<file path="src/rtl/clk_div_monitor.sv">
// clk_div_monitor
//
// Watches a divided clock (e.g. ext_div5_seq_clk / ext_div5_cg_clk) as plain data in the
// ext_clk domain. It measures the rise-to-rise period and the high time in ext_clk cycles, and
// raises sticky errors when the period is out of tolerance or the divided clock stops toggling.
//
// Ports:
//   ext_clk      in   monitor clock
//   func_rst_n   in   asynchronous active-low reset
//   mon_en       in   monitor enable (level); low forces IDLE
//   div_clk_in   in   divided clock under observation (asynchronous data)
//   exp_period   in   expected period in ext_clk cycles; 0 disables all checks
//   period_tol   in   allowed absolute deviation of the measured period
//   err_clr      in   single-cycle pulse clearing the sticky errors
//   meas_valid   out  one-cycle pulse when meas_period / meas_high update
//   meas_period  out  last rise-to-rise period (saturating)
//   meas_high    out  sampled-high cycles in the last period (saturating)
//   period_err   out  sticky period-out-of-tolerance flag
//   stuck_err    out  sticky no-rising-edge-within-timeout flag
//   mon_state    out  0 = IDLE, 1 = ARM, 2 = RUN
//
// SYNC_STAGES must be in the range 2 to 4.

module clk_div_monitor #(
    parameter int unsigned CNT_W       = 8,
    parameter int unsigned SYNC_STAGES = 2
) (
    input  logic             ext_clk,
    input  logic             func_rst_n,
    input  logic             mon_en,
    input  logic             div_clk_in,
    input  logic [CNT_W-1:0] exp_period,
    input  logic [CNT_W-1:0] period_tol,
    input  logic             err_clr,
    output logic             meas_valid,
    output logic [CNT_W-1:0] meas_period,
    output logic [CNT_W-1:0] meas_high,
    output logic             period_err,
    output logic             stuck_err,
    output logic [1:0]       mon_state
);

    typedef enum logic [1:0] {
        StIdle = 2'd0,
        StArm  = 2'd1,
        StRun  = 2'd2
    } state_e;

    localparam logic [CNT_W-1:0] CntMax = {CNT_W{1'b1}};
    localparam logic [CNT_W-1:0] CntOne = {{(CNT_W-1){1'b0}}, 1'b1};

    // ------------------------------------------------------------------
    // Synchroniser plus one delay flop for edge detection
    // ------------------------------------------------------------------
    logic [SYNC_STAGES-1:0] sync_q;
    logic                   s_d_q;
    logic                   s_last;
    logic                   rise;

    always_ff @(posedge ext_clk or negedge func_rst_n) begin
        if (!func_rst_n) begin
            sync_q <= '0;
            s_d_q  <= 1'b0;
        end else begin
            sync_q <= {sync_q[SYNC_STAGES-2:0], div_clk_in};
            s_d_q  <= sync_q[SYNC_STAGES-1];
        end
    end

    assign s_last = sync_q[SYNC_STAGES-1];
    assign rise   = s_last & ~s_d_q;

    // ------------------------------------------------------------------
    // Registers
    // ------------------------------------------------------------------
    state_e           state_q, state_d;
    logic [CNT_W-1:0] cnt_q, cnt_d;
    logic [CNT_W-1:0] high_q, high_d;
    logic             meas_valid_q, meas_valid_d;
    logic [CNT_W-1:0] meas_period_q, meas_period_d;
    logic [CNT_W-1:0] meas_high_q, meas_high_d;
    logic             period_err_q, period_err_d;
    logic             stuck_err_q, stuck_err_d;

    // ------------------------------------------------------------------
    // Check arithmetic, one bit wider than the counters so nothing wraps
    // ------------------------------------------------------------------
    logic             checks_on;
    logic [CNT_W:0]   exp_x2;
    logic [CNT_W-1:0] timeout;
    logic             timeout_hit;
    logic [CNT_W:0]   meas_x;
    logic [CNT_W:0]   exp_x;
    logic [CNT_W:0]   diff;
    logic             out_of_tol;

    assign checks_on   = |exp_period;
    assign exp_x2      = {exp_period, 1'b0};
    assign timeout     = exp_x2[CNT_W] ? CntMax : exp_x2[CNT_W-1:0];
    // Rise wins over a coincident timeout.
    assign timeout_hit = checks_on && (cnt_q == timeout) && !rise;

    // The value being captured is cnt_q, so the check runs on it directly.
    assign meas_x     = {1'b0, cnt_q};
    assign exp_x      = {1'b0, exp_period};
    assign diff       = (meas_x >= exp_x) ? (meas_x - exp_x) : (exp_x - meas_x);
    assign out_of_tol = diff > {1'b0, period_tol};

    function automatic logic [CNT_W-1:0] sat_inc(input logic [CNT_W-1:0] v);
        return (v == CntMax) ? v : v + CntOne;
    endfunction

    // ------------------------------------------------------------------
    // Next-state logic
    // ------------------------------------------------------------------
    logic period_set;
    logic stuck_set;

    always_comb begin
        state_d       = state_q;
        cnt_d         = cnt_q;
        high_d        = high_q;
        meas_valid_d  = 1'b0;
        meas_period_d = meas_period_q;
        meas_high_d   = meas_high_q;
        period_set    = 1'b0;
        stuck_set     = 1'b0;

        if (!mon_en) begin
            state_d = StIdle;
            cnt_d   = '0;
            high_d  = '0;
        end else begin
            case (state_q)
                StIdle: begin
                    // The first ARM cycle already counts as one elapsed cycle.
                    state_d = StArm;
                    cnt_d   = CntOne;
                    high_d  = '0;
                end
                StArm: begin
                    if (rise) begin
                        state_d = StRun;
                        cnt_d   = CntOne;
                        high_d  = CntOne;
                    end else if (timeout_hit) begin
                        stuck_set = 1'b1;
                        cnt_d     = CntOne;
                        high_d    = '0;
                    end else begin
                        cnt_d = sat_inc(cnt_q);
                    end
                end
                StRun: begin
                    if (rise) begin
                        meas_valid_d  = 1'b1;
                        meas_period_d = cnt_q;
                        meas_high_d   = high_q;
                        period_set    = checks_on & out_of_tol;
                        // The rise cycle itself is sampled high.
                        cnt_d         = CntOne;
                        high_d        = CntOne;
                    end else if (timeout_hit) begin
                        stuck_set = 1'b1;
                        state_d   = StArm;
                        cnt_d     = CntOne;
                        high_d    = '0;
                    end else begin
                        cnt_d = sat_inc(cnt_q);
                        if (s_last) begin
                            high_d = sat_inc(high_q);
                        end
                    end
                end
                default: begin
                    state_d = StIdle;
                    cnt_d   = '0;
                    high_d  = '0;
                end
            endcase
        end

        // Setting an error wins over a coincident clear.
        period_err_d = period_set | (period_err_q & ~err_clr);
        stuck_err_d  = stuck_set  | (stuck_err_q  & ~err_clr);
    end

    always_ff @(posedge ext_clk or negedge func_rst_n) begin
        if (!func_rst_n) begin
            state_q       <= StIdle;
            cnt_q         <= '0;
            high_q        <= '0;
            meas_valid_q  <= 1'b0;
            meas_period_q <= '0;
            meas_high_q   <= '0;
            period_err_q  <= 1'b0;
            stuck_err_q   <= 1'b0;
        end else begin
            state_q       <= state_d;
            cnt_q         <= cnt_d;
            high_q        <= high_d;
            meas_valid_q  <= meas_valid_d;
            meas_period_q <= meas_period_d;
            meas_high_q   <= meas_high_d;
            period_err_q  <= period_err_d;
            stuck_err_q   <= stuck_err_d;
        end
    end

    assign meas_valid  = meas_valid_q;
    assign meas_period = meas_period_q;
    assign meas_high   = meas_high_q;
    assign period_err  = period_err_q;
    assign stuck_err   = stuck_err_q;
    assign mon_state   = state_q;

endmodule

</file>
<file path="config.mk">
export PLATFORM = sky130hd
export DESIGN_NAME = clk_div_monitor
export DESIGN_NICKNAME = d
export VERILOG_FILES = /design/src/rtl/clk_div_monitor.sv
export SDC_FILE = /design/constraint.sdc
export NUM_CORES = 1
export LEC_CHECK = 0
export BUFFER_PORTS_ARGS = -buffer_cell sky130_fd_sc_hd__buf_2
export CORE_UTILIZATION = 39
export DETAILED_ROUTE_END_ITERATION = 7
export GPL_TIMING_DRIVEN = 0
export RECOVER_POWER = 100
export SYNTH_ARGS = -nofsm -noshare
export SYNTH_HDL_FRONTEND = slang
export SYNTH_SLANG_ARGS = --single-unit
</file>
<file path="constraint.sdc">
create_clock -name ext_clk -period 4 [get_ports ext_clk]
set_input_delay 0.6 -clock ext_clk [delete_from_list [all_inputs] [get_ports ext_clk]]
set_output_delay 0.6 -clock ext_clk [all_outputs]
set_load 0.01 [all_outputs]
</file>
# Yosys cells after proc, flatten, opt, wreduce, memory -nomap -nowiden
# Index checks and enable logic that the tools add are counted.
# classes
addsub,4
mul,0
div,0
n_lt_le_gt_ge,2
n_eq_ne,12
shifts,0
muxes,30
n_bitwise,8
reduce_logical,9
# op_table
op,n
$mux 8,12
$pmux 8 s2,2
$sub 8x8->9,2
$add 8x1->8 const B,2
$eq 8x8->1 const B,2
$ne 5x5->1 const B,3
$mux 1,10
$gt 9x8->1,1
$mux 9,1
$ne 3x3->1 const B,3
$reduce_and 3->1,3
$eq 8x8->1,1
$ge 8x8->1,1
$mux 2,4
$reduce_or 8->1,1
$pmux 2 s3,1
$and 1x1->1,4
$ne 4x4->1 const B,1
$eq 2x1->1 const B,1
$eq 2x2->1 const B,1
$logic_and 1x1->1,2
$logic_not 2->1,1
$not 1->1,2
$or 1x1->1,2
2 further kinds,2
# word_totals
reg_bits,40
latchBits,0
ramBits,0
romBits,0
input_bits,21
output_inout_bits,21
wordCells,75
mem_count,0

# Logic depth before layout (Yosys ltp)
# Gate-level depths: netlist (run 1).
# logic_depth
ltp_word,9
mapped_depth,16
ltp_nobuf,16

# Least setup slack after synthesis (run 1)
# No wires, ideal clock.
# synth_timing
kind,input -> register
startpoint,input exp_period[1]
endpoint,"register period_err_q, in the netlist period_err"
setup_ns,0.140
arrival_ns,3.331
required_ns,3.860
setup_slack_ns,0.529
path_stages,14
n_path_buf,0
path_cell_list,inv_1 ha_1 nor2b_1 o211ai_1 a31oi_4 nor2_2 mux2_2 ha_1 nor2b_1 o21ai_0 nand2b_1 a221o_1 a22oi_1 o221ai_1
# synth_via
elab_chain_cells,8
word_cells_on_any_way,11
classes_between,add/sub: 2; order compare: 2; mux: 4; bitwise: 2; reduce/logical: 1
# synth_lines
element,line_no,rtl
from (decl),32,"input logic [CNT_W-1:0] exp_period,"
$sub 8x8->9 or $ge 8x8->1 (tied branches),106,assign diff = (meas_x >= exp_x) ? (meas_x - exp_x) : (exp_x - meas_x);
$mux 9,106,
$gt 9x8->1,107,"assign out_of_tol = diff > {1'b0, period_tol};"
$and 1x1->1 *,159,period_set = checks_on & out_of_tol;
$mux 1 *,155,if (rise) begin
$mux 1 *,134,case (state_q)
$mux 1 *,129,if (!mon_en) begin
$or 1x1->1 *,184,period_err_d = period_set | (period_err_q & ~err_clr);
via period_err_d,82,"logic period_err_q, period_err_d;"
to (signal assigned),205,period_err_q <= period_err_d;
to (decl),82,
# The timed path passes the listed nets; every way through them passes the cells marked *.
# A chain may end at the register's enable or synchronous reset.

# Worst setup path in the final report (run 1)
# Same ends and word-level chain as after synthesis.

==> impl_metrics.ini, run 1 <==
[timing]
rsz0062_at_grt = false
fin_crit_sh = 0.9306
setup_tns_ps = 0
hold_viol_final = 0
drv_slew = 41
slew_headroom = -0.4394
worst_pin_slew_ps = 2159
finalWorstSetupSlack_ps = 277.5
fin_skew_ps = 5.101
setup_viol_count_final = 0
fin_crit_ps = 3723
hold_ws_ps = 350.8
clock.fmax_ghz = 0.2686

[finish]
layout-drive-gt1-share = 0.1122
nFillCells = 790
nets = 462
final_area_um2 = 3463
diodes = 0
post-route-util = 0.4505
syn_to_final_growth_pct = 12.61

[place]
place_area_um2 = 3408
gp_congestion = 0.8856
hpwlAfterDp_mm = 5.793
port_buffers = 41
place_ws_ps = 6.249

[synthesis]
synth_edf_count = 0
ys_seq_elements = 40
muxShareOfSynthArea = 0.02034
synthTopCellsByArea = dfrtp_1 33%, ha_1 12%, nand2_1 6.8%
synth_top_area_frac = 0.3255
synthFlopType = dfrtp_1
synth_common_cells = 56 x nand2_1, 40 x dfrtp_1, 34 x inv_1
synth.most_common_cell = nand2_1
ys_types = 63
synthesis.instances = 361
yosysSeqAreaShare = 0.3255
synth_simple_gate_area_frac = 0.2225
synth-compound-area-share = 0.2083
synth_area_leader_cell = dfrtp_1
synth-adder-area-share = 0.1351
syn_area_um2 = 3075
syn_avg_cell_area_um2 = 8.519
synth_top_family_by_area = simple AND/OR/NAND/NOR gates
synth_xor_xnor_area_share = 0.02563
ys_async_sr_fraction = 1.000
yosysWarnings = 0
syn-num-nets = 414

[clock_tree]
cts_hold_buffers = 0
cts_buffers = 5
cts_tree = yes
postCtsResizedCells = 0
clkLatencyLatePin_ps = 290
cts_sinks = 40
cts_setup_buffers = 0
clk_path_buf_depth = 2
clk_pin_slew_ps = 80
cts_root_buffer = clkbuf_8
htreeDepth = 2

[setup_path]
required_ps = 4160
cp.arrival_ps = 3890
critPathKind = in2reg
start_kind = input pin
endpoint_kind = register
critical_path_peak_fanout = 10

[floorplanning]
start_util = 0.4001
dieArea_um2 = 8245
num_rows = 32
dieWidth_um = 90.80
fp.dieH_um = 90.80
fp.coreArea_um2 = 7687
num_io_pins = 42

[pwr]
p_leak_nw = 1.608
ir_drop_uv = 199.7
p_per_area_nw_per_um2 = 297.4

[job]
cap_violations = 1

[route]
vias = 2721
drcViolationCount = 0
totalWireLength_mm = 7.389
drt_pass1_iterations = 4
detail-route-antenna-nets = 0
via_per_inst = 5.314
avgRoutedWirePerCell_um = 14.43
initialDrtViolationCount = 174

[grt]
antenna_found_initial = 0
grt_pass1_wl_mm = 12.49
grt_start_max_net_pins = 41
grt_overflow_total = 0
first_global_vias = 2626
track_usage = 0.1886

[status]
outcome = complete, but fails checks
failed_checks = capacitance limit, slew limit

[min_path]
min_path_type = reg2reg
-- logic make-up (layout without fill, tap and decap cells) --
logic type,after synthesis,in the layout
multiplexers,6,6
buffers and inverters,46,95
AO/OA/AOI/OAI,90,90
flip-flops,40,40
XOR/XNOR,9,9
AND/OR/NAND/NOR,138,138
adder cells (fa/ha/maj),32,32
-- flip-flops by register name, indices dropped and copies added, names as in the netlist --
name,count
cnt_q,8
high_q,8
meas_high,8
meas_period,8
meas_valid,1
mon_state,2
period_err,1
s_d_q,1
stuck_err,1
sync_q,2
-- per-stage QoR --
step                cells  total power, mW
global route          512            1.088
floorplan             361           0.6018
finish                512            1.030
CTS                   512            1.050
global placement      504           0.6768
detailed placement    504           0.6819
-- path summary, 6_finish.rpt --
path	startpoint	end	slack, ps	cells past startpoint
max in group asynchronous	func_rst_n	meas_period[3]$_DFFE_PN0P_	1840	1
max	exp_period[1]	period_err$_DFF_PN0_	280	15
min	sync_q[0]$_DFF_PN0_	sync_q[1]$_DFF_PN0_	350	0
max reg2reg	cnt_q[5]$_DFFE_PN0P_	period_err$_DFF_PN0_	320	13
min reg2reg	sync_q[0]$_DFF_PN0_	sync_q[1]$_DFF_PN0_	350	0
min in group asynchronous	func_rst_n	meas_high[5]$_DFFE_PN0P_	920	1
-- critical path, cell delays in order --
cell and delay (ps):
buf_2 130, inv_1 110, ha_1 350, nor2b_1 150
o211ai_1 230, a31oi_2 260, nor2_2 380, mux2_2 380
ha_1 290, nor2b_1 130, o21ai_0 130, nand2b_1 80
a221o_1 300, a22oi_1 240, o221ai_1 130
-- cell type report --
cell class | count | area (µm²) | share of cell area
Buffer | 12 | 63.81 | 0.01842
Clock buffer | 7 | 96.34 | 0.02782
Clock inverter | 1 | 30.03 | 0.008671
Inverter | 34 | 127.6 | 0.03685
Multi-Input combinational cell | 275 | 1839 | 0.5311
Sequential cell | 40 | 1001 | 0.2890
Tap cell | 102 | 127.6 | 0.03685
Timing Repair Buffer | 41 | 177.7 | 0.05130
-- metal layers --
metal | GRT usage | part of all wire
met1 | 0.2570 | 0.50
met2 | 0.3119 | 0.46
met3 | 0.03030 | 0.030
met4 | 0.04630 | 0.012
met5 | 0 | 0
-- layout by cell type (no fill, tap or decap), types with 2 or more instances in the layout --
cell | netlist | routed
nand2_1 | 56 | 57
dfrtp_1 | 40 | 40
inv_1 | 34 | 34
ha_1 | 30 | 30
clkbuf_1 | 4 | 27
buf_2 | 6 | 24
o21ai_0 | 22 | 22
nor2_1 | 22 | 22
a21oi_1 | 18 | 18
nand3_1 | 11 | 11
and3_1 | 6 | 9
clkbuf_8 | 0 | 7
nor2b_1 | 6 | 6
a22oi_1 | 6 | 6
a21o_1 | 5 | 5
nand4_1 | 5 | 5
xnor2_1 | 5 | 5
a31oi_1 | 4 | 5
mux2i_1 | 4 | 4
xor2_1 | 4 | 4
o31ai_1 | 4 | 4
nor4_1 | 4 | 4
nor3_1 | 4 | 4
o21ai_1 | 3 | 3
nand2b_1 | 3 | 3
o22ai_1 | 3 | 3
or3_1 | 3 | 3
o211ai_1 | 2 | 2
o21a_1 | 2 | 2
a211oi_1 | 2 | 2
o2111ai_1 | 2 | 2
a2111oi_0 | 2 | 2
fa_1 | 2 | 2
-- power breakdown --
part           total, mW  switching (mW)  internal [mW]
Sequential         0.431          0.0156          0.415
Clock              0.364           0.143          0.220
Combinational      0.235           0.142         0.0938
No activity file was read; power rests on OpenSTA's default activity.
==> run 2: changes to the inputs <==
--- a/config.mk
+++ b/config.mk
@@ -9,6 +9,7 @@
 export CORE_UTILIZATION = 39
 export DETAILED_ROUTE_END_ITERATION = 7
 export GPL_TIMING_DRIVEN = 0
+export PLACE_DENSITY_LB_ADDON = 0.3
 export RECOVER_POWER = 100
 export SYNTH_ARGS = -nofsm -noshare
 export SYNTH_HDL_FRONTEND = slang
==> impl_metrics.ini, run 2 (synthesis gave the netlist of run 1 again) <==
[status]
outcome = complete, but fails checks
failed_checks = capacitance limit, slew limit

[timing]
worst_pin_slew_ps = 2083
fin_crit_ps = 3691
rsz0062_at_grt = false
hold_viol_final = 0
setup_viol_count_final = 0
clock.fmax_ghz = 0.2709
setup_tns_ps = 0
fin_skew_ps = 8.304
fin_crit_sh = 0.9229
drv_slew = 41
slew_headroom = -0.3888

[pwr]
power_switching_uw = 308.4
p_int_uw = 696.9
p_seq_frac = 0.429
power_frac_comb = 0.232
p_per_area_nw_per_um2 = 290.2
switching_share = 0.3068
clkPwrFrac = 0.340
p_leak_nw = 1.599
ir_drop_uv = 168.5

[finish]
final_common_cell = nand2_1
mostFrequentLayoutCells = 57 x nand2_1, 40 x dfrtp_1, 34 x inv_1, 30 x ha_1, 27 x clkbuf_1
nets = 462
diodes = 0
post-route-util = 0.4507
syn_to_final_growth_pct = 12.65
layout-drive-gt1-share = 0.1171

[setup_path]
path_buf_inv = 2
critPathKind = in2reg
endpoint_kind = register
critical_path_peak_fanout = 10
crit_chain = clkbuf_2, inv_1, ha_1, nor2b_1, o211ai_1, a31oi_4, nor2_2, mux2_2, ha_1, nor2b_1, o21ai_0, nand2b_1, a221o_1, a22oi_1, o221ai_1
crit_slowest_cell = mux2_2
cp.arrival_ps = 3850
r2r_cells = 13
required_ps = 4160
critPathMaxStageDelay_ps = 380
critical_path.top_delay_family = compound AO/OA/AOI/OAI gates
worst-path-stages = 15
start_kind = input pin

[floorplanning]
fp.dieH_um = 90.80
num_rows = 32
start_util = 0.4001
num_io_pins = 42
dieArea_um2 = 8245
fp.coreArea_um2 = 7687
dieWidth_um = 90.80

[grt]
first_global_vias = 2592
grt_start_max_net_pins = 41
antenna_found_initial = 0
track_usage = 0.1863
grt_overflow_total = 0
grt_pass1_wl_mm = 12.50

[min_path]
hold_path_depth = 0
min_path_type = reg2reg

[route]
drcViolationCount = 0
drt_pass1_iterations = 4
initialDrtViolationCount = 139
via_per_inst = 5.240
avgRoutedWirePerCell_um = 13.82
detail-route-antenna-nets = 0
vias = 2683
totalWireLength_mm = 7.076

[clock_tree]
htreeDepth = 2
clkLatencyLatePin_ps = 300
clk_path_buf_depth = 2
clk_pin_slew_ps = 80
cts_buffers = 5
cts_hold_buffers = 0
cts_sinks = 40
cts_tree = yes
cts_root_buffer = clkbuf_8
postCtsResizedCells = 0
cts_setup_buffers = 0

[place]
hpwlAfterDp_mm = 5.554
gp_congestion = 0.8735
port_buffers = 41

[job]
cap_violations = 1
-- run 2: changes by cell type in the layout (fill, tap and decap cells not counted), sizes merged --
| cell | previous run | this run |
|---|---|---|
| buf | 25 | 24 |
| clkbuf | 35 | 34 |
| clkinvlp | 0 | 1 |
| inv | 34 | 35 |
-- run 2: through the flow --
stage / std cells / hold WS [ps] / instance area (µm²) / setup slack [ps] / total power [mW]
finish: 512 / 355.2 / 3465 / 308.6 / 1.005
global route: 512 / 371.4 / 3465 / 31.83 / 1.070
global placement: 504 / 334.8 / 3408 / 17.97 / 0.6742
detailed placement: 504 / 338.7 / 3408 / 24.08 / 0.6783
CTS: 512 / 358.4 / 3523 / 333.4 / 1.020
floorplan: 361 / 304.4 / 3075 / 529.2 / 0.6018
-- run 2: worst reg2reg max path, stage by stage, from the launching register on --
cell      delay (ps)
dfrtp_1          500
ha_1             350
nor2b_1          150
o211ai_1         280
a31oi_4          200
nor2_2           330
mux2_2           380
ha_1             290
nor2b_1          130
o21ai_0          150
nand2b_1          70
a221o_1          300
a22oi_1          240
o221ai_1         130
-- run 2: layout make-up --
type                    instances  area, µm²
plain buffers                  12      63.81
repair buffers                 41      177.7
clock buffers                   5      68.82
multi-input cells             275       1852
flip-flops and latches         40       1001
inverters                      34      127.6
well taps                     102      127.6
fillers                       785       4223
clock inverters                 3      46.29
-- run 2: layer usage --
| metal | vias to the layer above | track usage | share of wire |
|---|---|---|---|
| met3 | 7 | 0.02778 | 0.028 |
| met2 | 41 | 0.3068 | 0.48 |
| met1 | 1263 | 0.2573 | 0.48 |
| met5 | - | 0 | 0 |
| li1 | 1372 | - | - |
| met4 | 0 | 0.04365 | 0.010 |
-- run 2: power groups by stage --
stage / Clock (mW) / Sequential (mW) / Combinational, mW
after floorplan: 0 / 0.437 / 0.164
after global placement: 0 / 0.438 / 0.236
after detailed placement: 0 / 0.439 / 0.239
after CTS: 0.348 / 0.431 / 0.240
after global routing: 0.370 / 0.434 / 0.266
final: 0.341 / 0.431 / 0.233
-- run 2: path summary, 6_finish.rpt --
path	startpoint	slack [ps]	end
hold / removal	sync_q[0]$_DFF_PN0_	360	sync_q[1]$_DFF_PN0_
max in group asynchronous	func_rst_n	1910	cnt_q[7]$_DFFE_PN0P_
min in group asynchronous	func_rst_n	890	meas_high[7]$_DFFE_PN0P_
hold reg to reg	sync_q[0]$_DFF_PN0_	360	sync_q[1]$_DFF_PN0_
setup reg to reg	cnt_q[1]$_DFFE_PN0P_	360	period_err$_DFF_PN0_
setup / recovery	exp_period[1]	310	period_err$_DFF_PN0_
